### src/rtl/adder_seq_ctrl.sv
`default_nettype none
// +-------------------------------------------------------------------------+
// | adder_seq_ctrl: multi-chunk adder sequenced over one shared W-bit      |
// | ripple slice, two requesters via round-robin. Option: ADDSEQ_SUB_EN.   |
// | Revision: 1.0                                                          |
// +-------------------------------------------------------------------------+

module adder_slice #(
    parameter int W = 11
) (
    input  logic [W-1:0] a,
    input  logic [W-1:0] b,
    input  logic         cin,
    output logic [W-1:0] sum,
    output logic         cout
);
    logic [W:0] w_c;

    assign w_c[0] = cin;
    for (genvar i = 0; i < W; i++) begin : g_bit
        assign sum[i]     = a[i] ^ b[i] ^ w_c[i];
        assign w_c[i + 1] = (a[i] & b[i]) | (w_c[i] & (a[i] ^ b[i]));
    end
    assign cout = w_c[W];
endmodule

module adder_seq_ctrl #(
    parameter int W      = 11,
    parameter int CHUNKS = 4
) (
    input  logic                  clk,
    input  logic                  rst,
    input  logic [1:0]            req_valid,
    output logic [1:0]            req_ready,
    input  logic [2*W*CHUNKS-1:0] req_a,
    input  logic [2*W*CHUNKS-1:0] req_b,
    input  logic [1:0]            req_cin,
    input  logic [1:0]            req_sub,
    output logic                  resp_valid,
    input  logic                  resp_ready,
    output logic                  resp_id,
    output logic [W*CHUNKS-1:0]   resp_sum,
    output logic                  resp_cout,
    output logic                  busy
);
    localparam int N  = W * CHUNKS;
    localparam int CW = (CHUNKS > 1) ? $clog2(CHUNKS) : 1;

    typedef enum logic [1:0] {
        S_IDLE = 2'd0,
        S_RUN  = 2'd1,
        S_DONE = 2'd2
    } state_t;

    state_t                    r_state;
    logic                      r_last_grant;
    logic [CW-1:0]             r_chunk_idx;
    logic                      r_carry;
    logic [CHUNKS-1:0][W-1:0]  r_a;
    logic [CHUNKS-1:0][W-1:0]  r_b;
    logic [CHUNKS-1:0][W-1:0]  r_sum;
    logic                      r_cout;
    logic                      r_valid;
    logic                      r_id;
    logic                      r_busy;

    logic [1:0]   w_grant;
    logic         w_gsel;
    logic         w_hs;
    logic [N-1:0] w_a_sel;
    logic [N-1:0] w_b_sel;
    logic         w_cin_sel;
    logic [W-1:0] w_ssum;
    logic         w_scout;

    // Grant only while idle; on contention favour the requester not served last.
    always_comb begin
        w_grant = 2'b00;
        w_gsel  = 1'b0;
        if (r_state == S_IDLE) begin
            case (req_valid)
                2'b01: begin w_grant = 2'b01; w_gsel = 1'b0; end
                2'b10: begin w_grant = 2'b10; w_gsel = 1'b1; end
                2'b11: begin
                    w_gsel  = ~r_last_grant;
                    w_grant = r_last_grant ? 2'b01 : 2'b10;
                end
                default: ;
            endcase
        end
    end

    assign req_ready = w_grant;
    assign w_hs      = |(req_valid & w_grant);
    assign w_a_sel   = w_gsel ? req_a[2*N-1:N] : req_a[N-1:0];
    assign w_b_sel   = w_gsel ? req_b[2*N-1:N] : req_b[N-1:0];
    assign w_cin_sel = req_cin[w_gsel];

`ifdef ADDSEQ_SUB_EN
    logic w_sub_sel;
    assign w_sub_sel = req_sub[w_gsel];
`else
    logic w_unused_sub;
    assign w_unused_sub = ^req_sub;
`endif

    adder_slice #(.W(W)) u_slice (
        .a    (r_a[r_chunk_idx]),
        .b    (r_b[r_chunk_idx]),
        .cin  (r_carry),
        .sum  (w_ssum),
        .cout (w_scout)
    );

    always_ff @(posedge clk) begin
        if (rst) begin
            r_state      <= S_IDLE;
            r_last_grant <= 1'b1;
            r_chunk_idx  <= '0;
            r_carry      <= 1'b0;
            r_sum        <= '0;
            r_cout       <= 1'b0;
            r_valid      <= 1'b0;
            r_id         <= 1'b0;
            r_busy       <= 1'b0;
        end else begin
            case (r_state)
                S_IDLE: begin
                    if (w_hs) begin
                        r_a          <= w_a_sel;
`ifdef ADDSEQ_SUB_EN
                        // Subtraction as A + ~B + 1; the requester's carry-in is dropped.
                        r_b          <= w_sub_sel ? ~w_b_sel : w_b_sel;
                        r_carry      <= w_sub_sel | w_cin_sel;
`else
                        r_b          <= w_b_sel;
                        r_carry      <= w_cin_sel;
`endif
                        r_id         <= w_gsel;
                        r_last_grant <= w_gsel;
                        r_chunk_idx  <= '0;
                        r_busy       <= 1'b1;
                        r_state      <= S_RUN;
                    end
                end
                S_RUN: begin
                    r_sum[r_chunk_idx] <= w_ssum;
                    r_carry            <= w_scout;
                    r_chunk_idx        <= r_chunk_idx + 1'b1;
                    if (r_chunk_idx == CW'(CHUNKS - 1)) begin
                        r_cout  <= w_scout;
                        r_valid <= 1'b1;
                        r_state <= S_DONE;
                    end
                end
                S_DONE: begin
                    if (resp_ready) begin
                        r_valid <= 1'b0;
                        r_busy  <= 1'b0;
                        r_state <= S_IDLE;
                    end
                end
                default: r_state <= S_IDLE;
            endcase
        end
    end

    assign resp_valid = r_valid;
    assign resp_id    = r_id;
    assign resp_sum   = r_sum;
    assign resp_cout  = r_cout;
    assign busy       = r_busy;
endmodule
`default_nettype wire

### config.mk
export PLATFORM = sky130hd
export DESIGN_NAME = adder_seq_ctrl
export DESIGN_NICKNAME = d
export VERILOG_FILES = /design/src/rtl/adder_seq_ctrl.sv
export SDC_FILE = /design/constraint.sdc
export NUM_CORES = 1
export LEC_CHECK = 0
export ABC_AREA = 1
export BUFFER_PORTS_ARGS = -buffer_cell sky130_fd_sc_hd__buf_4
export CORE_MARGIN = 3
export CORE_UTILIZATION = 54
export DETAILED_ROUTE_END_ITERATION = 10
export PLACE_DENSITY_LB_ADDON = 0.08
export SLEW_MARGIN = 20
export SYNTH_ARGS = -nofsm -noshare
export SYNTH_HDL_FRONTEND = slang
export SYNTH_SLANG_ARGS = --single-unit
### constraint.sdc
create_clock -name clk -period 9.7 [get_ports clk]
set_input_delay 1.455 -clock clk [delete_from_list [all_inputs] [get_ports clk]]
set_output_delay 1.455 -clock clk [all_outputs]
set_load 0.1 [all_outputs]
==> results of run 1 <==
## placed cells by master, fill, tap and decap left out
| cell | n |
|---|---|
| inv_2 | 2 |
| buf_4 | 235 |
| a21oi_1 | 51 |
| nor2_1 | 47 |
| nand3_4 | 1 |
| nand4_1 | 1 |
| clkbuf_16 | 19 |
| dfxtp_1 | 53 |
| o21ai_1 | 1 |
| or2_0 | 1 |
| ha_1 | 4 |
| o22a_1 | 4 |
| dfxtp_2 | 1 |
| fa_1 | 11 |
| inv_6 | 3 |
| o22ai_1 | 18 |
| o21ai_0 | 45 |
| clkinv_2 | 3 |
| nand2_1 | 328 |
| bufinv_16 | 2 |
| edfxtp_1 | 88 |
| inv_1 | 14 |
| clkbuf_1 | 2 |
| nand3_1 | 51 |
| clkinv_4 | 2 |
| inv_4 | 2 |
| nor2_4 | 3 |
| nand3b_1 | 1 |
## logic make-up after synthesis
logic type | count (synthesis) | synth area share
buf+inv | 68 | 0.0475
flops | 142 | 0.559
compound gates | 119 | 0.0951
fa+ha+maj | 15 | 0.0406
simple gates | 433 | 0.257
## state kept, by name, indices dropped and copies added, names as in the netlist
register,cells
r_carry,1
resp_sum,44
r_last_grant,1
resp_cout,1
busy,1
r_b,44
r_state,2
resp_id,1
resp_valid,1
r_a,44
r_chunk_idx,2
## layout make-up
cell class | instances | area [um2] | area share
clock buffers | 21 | 483 | 0.0538
inverters | 17 | 66.3 | 0.00738
well taps | 143 | 179 | 0.0199
multi-input cells | 567 | 2640 | 0.294
repair buffers | 235 | 1760 | 0.196
clock inverters | 11 | 125 | 0.0139
flip-flops and latches | 142 | 3720 | 0.415
## synth_stat cells (3+ instances only)
master / n / area, um2
ha_1: 4 / 50.1
o22a_1: 4 / 35.0
o21ai_0: 45 / 225
buf_2: 25 / 125
inv_2: 3 / 11.3
a21oi_1: 51 / 255
nor2_1: 48 / 180
edfxtp_1: 88 / 2640
buf_6: 3 / 33.8
nand2_1: 328 / 1230
clkbuf_1: 19 / 71.3
inv_1: 14 / 52.6
dfxtp_1: 54 / 1080
o22ai_1: 18 / 113
fa_1: 11 / 220
nand3_1: 52 / 260
## worst max-delay path, stage by stage, from the launching register on
cell and delay, ns:
dfxtp_1 0.90, inv_1 0.61, o21ai_0 0.24, o22ai_1 0.13, fa_1 0.41, inv_1 0.08, fa_1 0.17, inv_1 0.06
fa_1 0.37, fa_1 0.40, fa_1 0.40, fa_1 0.39, fa_1 0.45, fa_1 0.45, fa_1 0.41, fa_1 0.37
inv_1 0.07, fa_1 0.43, inv_1 0.16, nand3_1 0.09, a21oi_1 0.19
## report_power, final
part | internal, mW | switching [mW]
combinational | 0.144 | 0.309
clock | 0.411 | 0.247
sequential | 0.694 | 0.0182
## metrics by stage
step	utilization	instance area (um2)	worst slack (ns)
floorplan	-	6660	3.80
global placement	0.715	8370	3.28
detailed placement	0.715	8370	3.13
CTS	0.767	8980	2.90
global route	0.767	8980	2.43
finish	0.767	8980	2.83
## metal layers
metal	vias to the layer above	GRT usage	share of wire	wire, um
li1	2979	-	-	-
met1	2821	0.308	0.38	6840
met2	283	0.451	0.52	9340
met3	46	0.0560	0.073	1330
met4	0	0.106	0.030	549
met5	-	0	0	0
## path summary, 6_finish.rpt
check | slack [ns] | from | depth (start not counted) | endpoint
max | 2.83 | r_chunk_idx[1] | 20 | resp_sum[43]
min | 0.46 | resp_sum[4] | 2 | resp_sum[4]
max reg2reg | 2.83 | r_chunk_idx[1] | 20 | resp_sum[43]
min reg2reg | 0.46 | resp_sum[4] | 2 | resp_sum[4]
==> flow_metrics.env, run 1 <==
export IMPL_outcome="finished clean"
export IMPL_fin_setup_tns_ns=0
export IMPL_required_ns=10.04
export IMPL_final_layout_size_suffix_gt1_frac=0.275
export IMPL_synth_main_ff_cell="edfxtp_1"
export IMPL_worstSetupPathType="flip-flop to flip-flop"
export IMPL_tightest_slew_ns=1.07
export IMPL_drtIter0Drc=706
export IMPL_hp_class="flip-flop to flip-flop"
export IMPL_finalCritPeriodShare=0.708
export IMPL_total_power_mw=1.82
export IMPL_relSlewSlack=0.289
export IMPL_port_buffers=232
export IMPL_hold_viol=0
export IMPL_setup_viol=0
export IMPL_powerDensity_mw_per_mm2=203
export IMPL_yosys_cell_types_count=23
export IMPL_synth_edf_count=88
export IMPL_wirelength_um=18000
export IMPL_power_leakage_nw=4.05
export IMPL_peakVddDrop_uv=163
export IMPL_wl_per_cell_um=15.9
export IMPL_grt_pass1_vias=5540
export IMPL_dr_pass1_iters=6
export IMPL_antenna_found_initial=0
export IMPL_netlist_area_mm2=0.00666
export IMPL_final_cells=1136
export IMPL_clockBufferDepth=2
export IMPL_ctsHoldBuffers=0
export IMPL_overflow=0
export IMPL_cp_max_fo=26
export IMPL_synth_area_per_cell_um2=8.57
export IMPL_cts_tree="built"
export IMPL_synth_net_count=977
export IMPL_via_count=6129
export IMPL_syn_inst=777
export IMPL_grt_max_degree=93
export IMPL_rsz0062_at_grt="no"
export IMPL_num_fill_cells=836
export IMPL_core_area_mm2=0.0117
export IMPL_vias_per_cell=5.40
export IMPL_dp_cells=1104
export IMPL_period_minus_slack_ns=6.87
export IMPL_die_w_um=117
export IMPL_ys_warn_count=0
export IMPL_flow_area_growth_from_synthesis_pct=34.9
export IMPL_num_rows=39
export IMPL_diodes=0
export IMPL_cts_resized=0
export IMPL_cts_sinks=142
export IMPL_clkLatencyLatePin_ns=0.41
export IMPL_ant_nets=0
export IMPL_fin_worst_skew_ns=0.00786
export IMPL_start_kind="flip-flop"
export IMPL_maxSlewViolCount=0
export IMPL_cp_arrival_ns=7.21
export IMPL_dpl_hpwl_um=12500
export IMPL_cts_root_buf="clkbuf_16"
export IMPL_place_gp_congestion=0.860
export IMPL_dieArea_mm2=0.0137
export IMPL_fmax_mhz=146
export IMPL_grt_total_usage=0.258
export IMPL_num_nets_final=1180
export IMPL_cts_setup_buffers=0
export IMPL_grt_pass1_wl_um=26600
export IMPL_synthArstFlopShare=0
export IMPL_cts_buffers_inserted=17
export IMPL_drv_cap=0
export IMPL_holdWs_ns=0.463
export IMPL_synth_seq_cells=142
export IMPL_route_detailed_drc=0
export IMPL_dieHeight_um=117
export IMPL_path_clk_slew_ns=0.06
export IMPL_worst_setup_path_end_kind="flip-flop"
export IMPL_start_util=0.568
export IMPL_synth_seq_area_share=0.559
export IMPL_io_pins=235
export IMPL_h_tree_depth=4
Power figures use the tool's default switching activity.
==> inputs of run 2 (changes only) <==
- CORE_UTILIZATION: 54 -> 45
- clock period: 9.7 -> 5.8 ns (I/O delays scaled with it)
==> run 2 against run 1 <==
- highest routed layer unchanged
- clock power up 37%
- utilization decreased by 13 points
- register-to-register slack got worse by 2.6 ns
- total power rose by 57%
- global-route usage is 3.4 points lower
- largest cell class unchanged
- die area is 19% higher
- hold slack lost 0.0022 ns
- non-clock buffer count grew 12
- fmax up 23%
- sequential share of layout area fell by 0.059 points
- routed wire length is essentially flat
- critical path depth is the same
- critical path type unchanged
==> flow_metrics.env, run 2 (same netlist as run 1, synthesis figures left out) <==
export IMPL_outcome="finished clean"
export IMPL_start_util=0.471
export IMPL_overflow=0
export IMPL_power_frac_comb=0.266
export IMPL_grt_pass1_wl_um=28100
export IMPL_switching_share=0.322
export IMPL_period_minus_slack_ns=5.56
export IMPL_grt_total_usage=0.223
export IMPL_fmax_mhz=180
export IMPL_h_tree_depth=4
export IMPL_clkLatencyLatePin_ns=0.42
export IMPL_num_rows=43
export IMPL_place_gp_congestion=0.813
export IMPL_ctsHoldBuffers=0
export IMPL_final_common_cell="nand2_1"
export IMPL_ant_nets=0
export IMPL_grt_max_degree=92
export IMPL_p_clk_frac=0.317
export IMPL_cts_sinks=142
export IMPL_fin_util=0.636
export IMPL_powerDensity_mw_per_mm2=318
export IMPL_wl_per_cell_um=15.2
export IMPL_cts_tree="built"
export IMPL_final_cells=1184
export IMPL_peakVddDrop_uv=248
export IMPL_dr_pass1_iters=5
export IMPL_p_seq_frac=0.417
export IMPL_wirelength_um=18100
export IMPL_hold_viol=0
export IMPL_antenna_found_initial=0
export IMPL_relSlewSlack=0.307
export IMPL_via_count=5914
export IMPL_fin_ws_ns=0.235
export IMPL_dieArea_mm2=0.0163
export IMPL_route_detailed_drc=0
export IMPL_rsz0062_at_grt="no"
export IMPL_tightest_slew_ns=1.04
export IMPL_io_pins=235
export IMPL_cp_arrival_ns=5.91
export IMPL_dpl_hpwl_um=13000
export IMPL_flow_area_growth_from_synthesis_pct=35.2
export IMPL_cts_buffers_inserted=17
export IMPL_required_ns=6.15
export IMPL_finalCritPeriodShare=0.959
export IMPL_maxSlewViolCount=0
export IMPL_dieHeight_um=128
export IMPL_fin_worst_skew_ns=0.00465
export IMPL_core_area_mm2=0.0141
export IMPL_fin_setup_tns_ns=0
export IMPL_vias_per_cell=4.99
export IMPL_setup_viol=0
export IMPL_cts_root_buf="clkbuf_16"
export IMPL_grt_pass1_vias=5610
export IMPL_total_power_mw=2.86
export IMPL_post_place_ws_ns=-0.00232
export IMPL_num_nets_final=1192
export IMPL_port_buffers=232
export IMPL_diodes=0
export IMPL_final_cell_mix="nand2_1 (328), buf_4 (247), edfxtp_1 (88), dfxtp_1 (53)"
export IMPL_dp_cells=1150
export IMPL_clockBufferDepth=2
export IMPL_start_kind="flip-flop"
export IMPL_worstSetupPathType="flip-flop to flip-flop"
export IMPL_final_layout_size_suffix_gt1_frac=0.279
export IMPL_p_int_mw=1.94
export IMPL_path_clk_slew_ns=0.06
export IMPL_power_leakage_nw=4.04
export IMPL_cp_max_fo=7
export IMPL_power_switching_uw=920
export IMPL_hp_class="flip-flop to flip-flop"
export IMPL_worst_setup_path_end_kind="flip-flop"
export IMPL_die_w_um=128
export IMPL_drtIter0Drc=527
export IMPL_drv_cap=0
==> run 2: cell type report <==
type | count | area (um2)
Sequential cell | 142 | 3730
Clock buffer | 19 | 433
Multi-Input combinational cell | 567 | 2640
Timing Repair Buffer | 247 | 1850
Tap cell | 180 | 225
Fill cell | 1284 | 5150
Clock inverter | 12 | 55.1
Inverter | 17 | 63.8
==> run 2: worst paths after layout <==
| kind | startpoint | end | slack [ns] | cells after the start |
|---|---|---|---|---|
| hold / removal | resp_sum[25] | resp_sum[25] | 0.46 | 2 |
| setup reg to reg | r_chunk_idx[0] | resp_sum[21] | 0.24 | 20 |
| hold reg to reg | resp_sum[25] | resp_sum[25] | 0.46 | 2 |
| setup / recovery | r_chunk_idx[0] | resp_sum[21] | 0.24 | 20 |
==> run 2: critical path: stages (launching register included) <==
cell	delay [ns]
dfxtp_4	0.37
buf_4	0.14
o21ai_0	0.17
o22ai_1	0.14
fa_1	0.39
inv_1	0.08
fa_1	0.17
inv_1	0.06
fa_1	0.38
fa_1	0.40
fa_1	0.39
fa_1	0.40
fa_1	0.39
fa_1	0.40
fa_2	0.36
fa_1	0.38
inv_1	0.09
fa_1	0.43
inv_2	0.10
nand3_1	0.08
a21oi_1	0.18
==> run 2: per-stage QoR <==
stage	hold WS, ns	cell area (um2)
after floorplan	0.451	6660
after global placement	0.451	8480
after detailed placement	0.455	8480
after CTS	0.464	8970
after global routing	0.478	9000
final	0.460	9000
==> run 2: routing by layer <==
| layer | GRT usage | part of all wire |
|---|---|---|
| met2 | 0.374 | 0.51 |
| met4 | 0.0793 | 0.021 |
| met3 | 0.0452 | 0.053 |
| met1 | 0.289 | 0.42 |
| met5 | 0 | 0 |
==> run 2: what timing repair did <==
| action | CTS | global route |
|---|---|---|
| buffers inserted | 0 | 3 |
| gates cloned | 0 | 0 |
| endpoints found under the setup margin | 4 | 4 |
| gates resized for setup | 1 | 3 |
==> run 2: power groups by stage <==
| stage | logic (mW) | registers [mW] | clock network, mW |
|---|---|---|---|
| finish | 0.761 | 1.19 | 0.906 |
| detailed placement | 0.749 | 1.21 | 0 |
| global route | 0.820 | 1.20 | 0.970 |
| floorplan | 0.321 | 1.36 | 0 |
| CTS | 0.752 | 1.19 | 0.919 |
| global placement | 0.738 | 1.21 | 0 |
==> inputs of run 3 (changes only) <==
- CTS_CLUSTER_DIAMETER: unset -> 120
- PLACE_DENSITY: unset -> 0.76
- PLACE_DENSITY_LB_ADDON: 0.08 -> unset
- SYNTH_HIERARCHICAL: unset -> 1
==> run 3 against run 2 <==
- synthesized cell count fell by 0.26%
- register-to-register slack about the same
- combinational power fell by 0.5%
- hold slack barely moved
- setup slack improved by 0.0040 ns
- critical path depth unchanged
- non-clock buffer count fell by 1
- clock skew is 0.0028 ns higher
- synthesized area hardly changed
- cell area up 1.0%
- critical path type unchanged
- highest routed layer unchanged
==> flow_metrics.env, run 3 <==
export IMPL_outcome="finished clean"
export IMPL_yosysTopAreaCell="edfxtp_1"
export IMPL_period_minus_slack_ns=5.56
export IMPL_met1_length_um=7970
export IMPL_grt_pass1_wl_um=27600
export IMPL_wl_per_cell_um=15.5
export IMPL_fin_setup_tns_ns=0
export IMPL_synth_main_ff_cell="edfxtp_1"
export IMPL_port_buffers=232
export IMPL_yosysTopAreaCellShare=0.397
export IMPL_maxSlewViolCount=0
export IMPL_cp_arrival_ns=5.91
export IMPL_route_detailed_drc=0
export IMPL_finalCritPeriodShare=0.959
export IMPL_h_tree_depth=4
export IMPL_synth_seq_area_share=0.560
export IMPL_dieArea_mm2=0.0163
export IMPL_drv_cap=0
export IMPL_power_leakage_nw=4.08
export IMPL_fin_util=0.642
export IMPL_grt_total_usage=0.220
export IMPL_top_layer="met4"
export IMPL_cp_max_fo=9
export IMPL_hp_class="flip-flop to flip-flop"
export IMPL_dieHeight_um=128
export IMPL_drtIter0Drc=536
export IMPL_die_w_um=128
export IMPL_peakVddDrop_uv=252
export IMPL_synth_seq_cells=142
export IMPL_yosys_cell_types_count=24
export IMPL_fin_worst_skew_ns=0.00741
export IMPL_synth_area_leaders="edfxtp_1 (40%), nand2_1 (18%), dfxtp_1 (16%)"
export IMPL_ant_nets=0
export IMPL_whs_path_depth=2
export IMPL_ys_warn_count=6
export IMPL_dpl_hpwl_um=13100
export IMPL_yosys_top_cells_count="nand2_1 (323), edfxtp_1 (88), dfxtp_1 (54), a21oi_1 (53), nand3_1 (50)"
export IMPL_hold_viol=0
export IMPL_clockBufferDepth=2
export IMPL_r2r_start="r_chunk_idx[0]"
export IMPL_cts_sinks=142
export IMPL_clkLatencyLatePin_ns=0.42
export IMPL_total_power_mw=3.06
export IMPL_start_kind="flip-flop"
export IMPL_synth_area_per_cell_um2=8.59
export IMPL_grt_max_degree=91
export IMPL_worstSetupPathType="flip-flop to flip-flop"
export IMPL_via_count=5919
export IMPL_reg2reg_to="resp_sum[10]"
export IMPL_flow_area_growth_from_synthesis_pct=36.6
export IMPL_path_clk_slew_ns=0.06
export IMPL_r2r_slack_ns=0.24
export IMPL_start_util=0.470
export IMPL_antenna_found_initial=0
export IMPL_tightest_slew_ns=1.06
export IMPL_dr_wl_met3_um=1440
export IMPL_cts_tree="built"
export IMPL_final_cell_mix="nand2_1 (323), buf_4 (246), edfxtp_1 (88), dfxtp_1 (53), a21oi_1 (52)"
export IMPL_yosysMostFrequentCell="nand2_1"
export IMPL_setup_viol=0
export IMPL_wl_met2_um=8530
export IMPL_ff2ff_path_depth=20
export IMPL_num_rows=43
export IMPL_synthArstFlopShare=0
export IMPL_place_gp_congestion=0.890
export IMPL_cts_buffers_inserted=17
export IMPL_relSlewSlack=0.296
export IMPL_syn_inst=775
export IMPL_worst_setup_path_end_kind="flip-flop"
export IMPL_dr_pass1_iters=6
export IMPL_cts_root_buf="clkbuf_16"
export IMPL_grt_pass1_vias=5429
export IMPL_diodes=0
export IMPL_core_area_mm2=0.0141
export IMPL_hold_end="resp_sum[12]"
export IMPL_synth_net_count=975
export IMPL_rsz0062_at_grt="no"
export IMPL_synth_edf_count=88
export IMPL_wirelength_um=18300
export IMPL_ctsHoldBuffers=0
export IMPL_final_layout_size_suffix_gt1_frac=0.286
export IMPL_vias_per_cell=5.01
export IMPL_io_pins=235
export IMPL_powerDensity_mw_per_mm2=337
export IMPL_num_nets_final=1189
export IMPL_netlist_area_mm2=0.00665
export IMPL_overflow=0
export IMPL_final_common_cell="nand2_1"
export IMPL_required_ns=6.15
export IMPL_fmax_mhz=180
export IMPL_hp_start="resp_sum[12]"
==> run 3: cell types whose count changed after synthesis, sizes merged, moves of 2 or more <==
cell   delta
a21oi     +2
o22ai     +4
o22a      -4
nor2      -2
inv       +3
nand2     -5
nand3     -2
==> run 3: layer usage <==
metal,vias to the layer above,global-route usage
met1,2641,0.306
met3,29,0.0510
met2,254,0.343
met5,-,0
met4,0,0.0724
li1,2995,-
==> run 3: area by class of cell <==
type | instances | area (um2)
Inverter | 21 | 80.1
Tap cell | 180 | 225
Sequential cell | 142 | 3730
Timing Repair Buffer | 246 | 1850
Clock buffer | 20 | 437
Fill cell | 1174 | 5060
Clock inverter | 12 | 161
Multi-Input combinational cell | 561 | 2610
==> run 3: worst max-delay path, stage by stage, from the launching register on <==
cell,delay (ns)
dfxtp_4,0.38
buf_4,0.17
o21ai_0,0.16
o22ai_1,0.13
fa_1,0.42
inv_1,0.08
fa_1,0.17
inv_1,0.05
fa_1,0.40
fa_2,0.37
fa_1,0.40
fa_1,0.40
fa_1,0.39
fa_1,0.40
fa_2,0.37
fa_1,0.36
inv_1,0.07
fa_1,0.41
inv_2,0.09
nand3_1,0.09
a21oi_2,0.16
==> run 3: repair_timing <==
action / in CTS / in global routing
endpoints found under the setup margin: 4 / 4
buffers inserted: 0 / 2
resized for setup: 1 / 7
cloned: 0 / 0
pin swaps: 0 / 1
==> run 3: cells by family after synthesis <==
| family | synth area share |
|---|---|
| buffers and inverters | 0.0519 |
| adder cells (fa/ha/maj) | 0.0406 |
| flip-flops | 0.560 |
| AND/OR/NAND/NOR | 0.250 |
| AO/OA/AOI/OAI | 0.0974 |
==> run 3: worst max path at each step <==
stage / slack, ns / cells after the start / to / start
CTS: 0.03 / 20 / resp_sum[32] / r_chunk_idx[0]
finish: 0.24 / 20 / resp_sum[10] / r_chunk_idx[0]
detailed placement: 0.01 / 20 / resp_sum[32] / r_chunk_idx[0]
global route: 0.03 / 20 / resp_sum[10] / r_chunk_idx[0]
global placement: 0.16 / 20 / resp_sum[21] / r_chunk_idx[0]
floorplan: 0.24 / 22 / resp_sum[10] / r_chunk_idx[0]
==> run 3: stage by stage <==
| step | std cells | cell area [um2] | hold WS, ns | setup slack [ns] |
|---|---|---|---|---|
| floorplan | 775 | 6650 | 0.484 | 0.243 |
| global placement | 1148 | 8470 | 0.448 | 0.163 |
| detailed placement | 1148 | 8470 | 0.454 | 0.0121 |
| CTS | 1180 | 9060 | 0.462 | 0.0296 |
| global route | 1182 | 9090 | 0.484 | 0.0306 |
| finish | 1182 | 9090 | 0.460 | 0.239 |
==> run 3: report_power, final <==
part | switching (mW) | leakage (nW) | internal (mW)
clock network | 0.428 | 0.282 | 0.681
registers | 0.0327 | 1.27 | 1.16
logic | 0.508 | 2.53 | 0.249
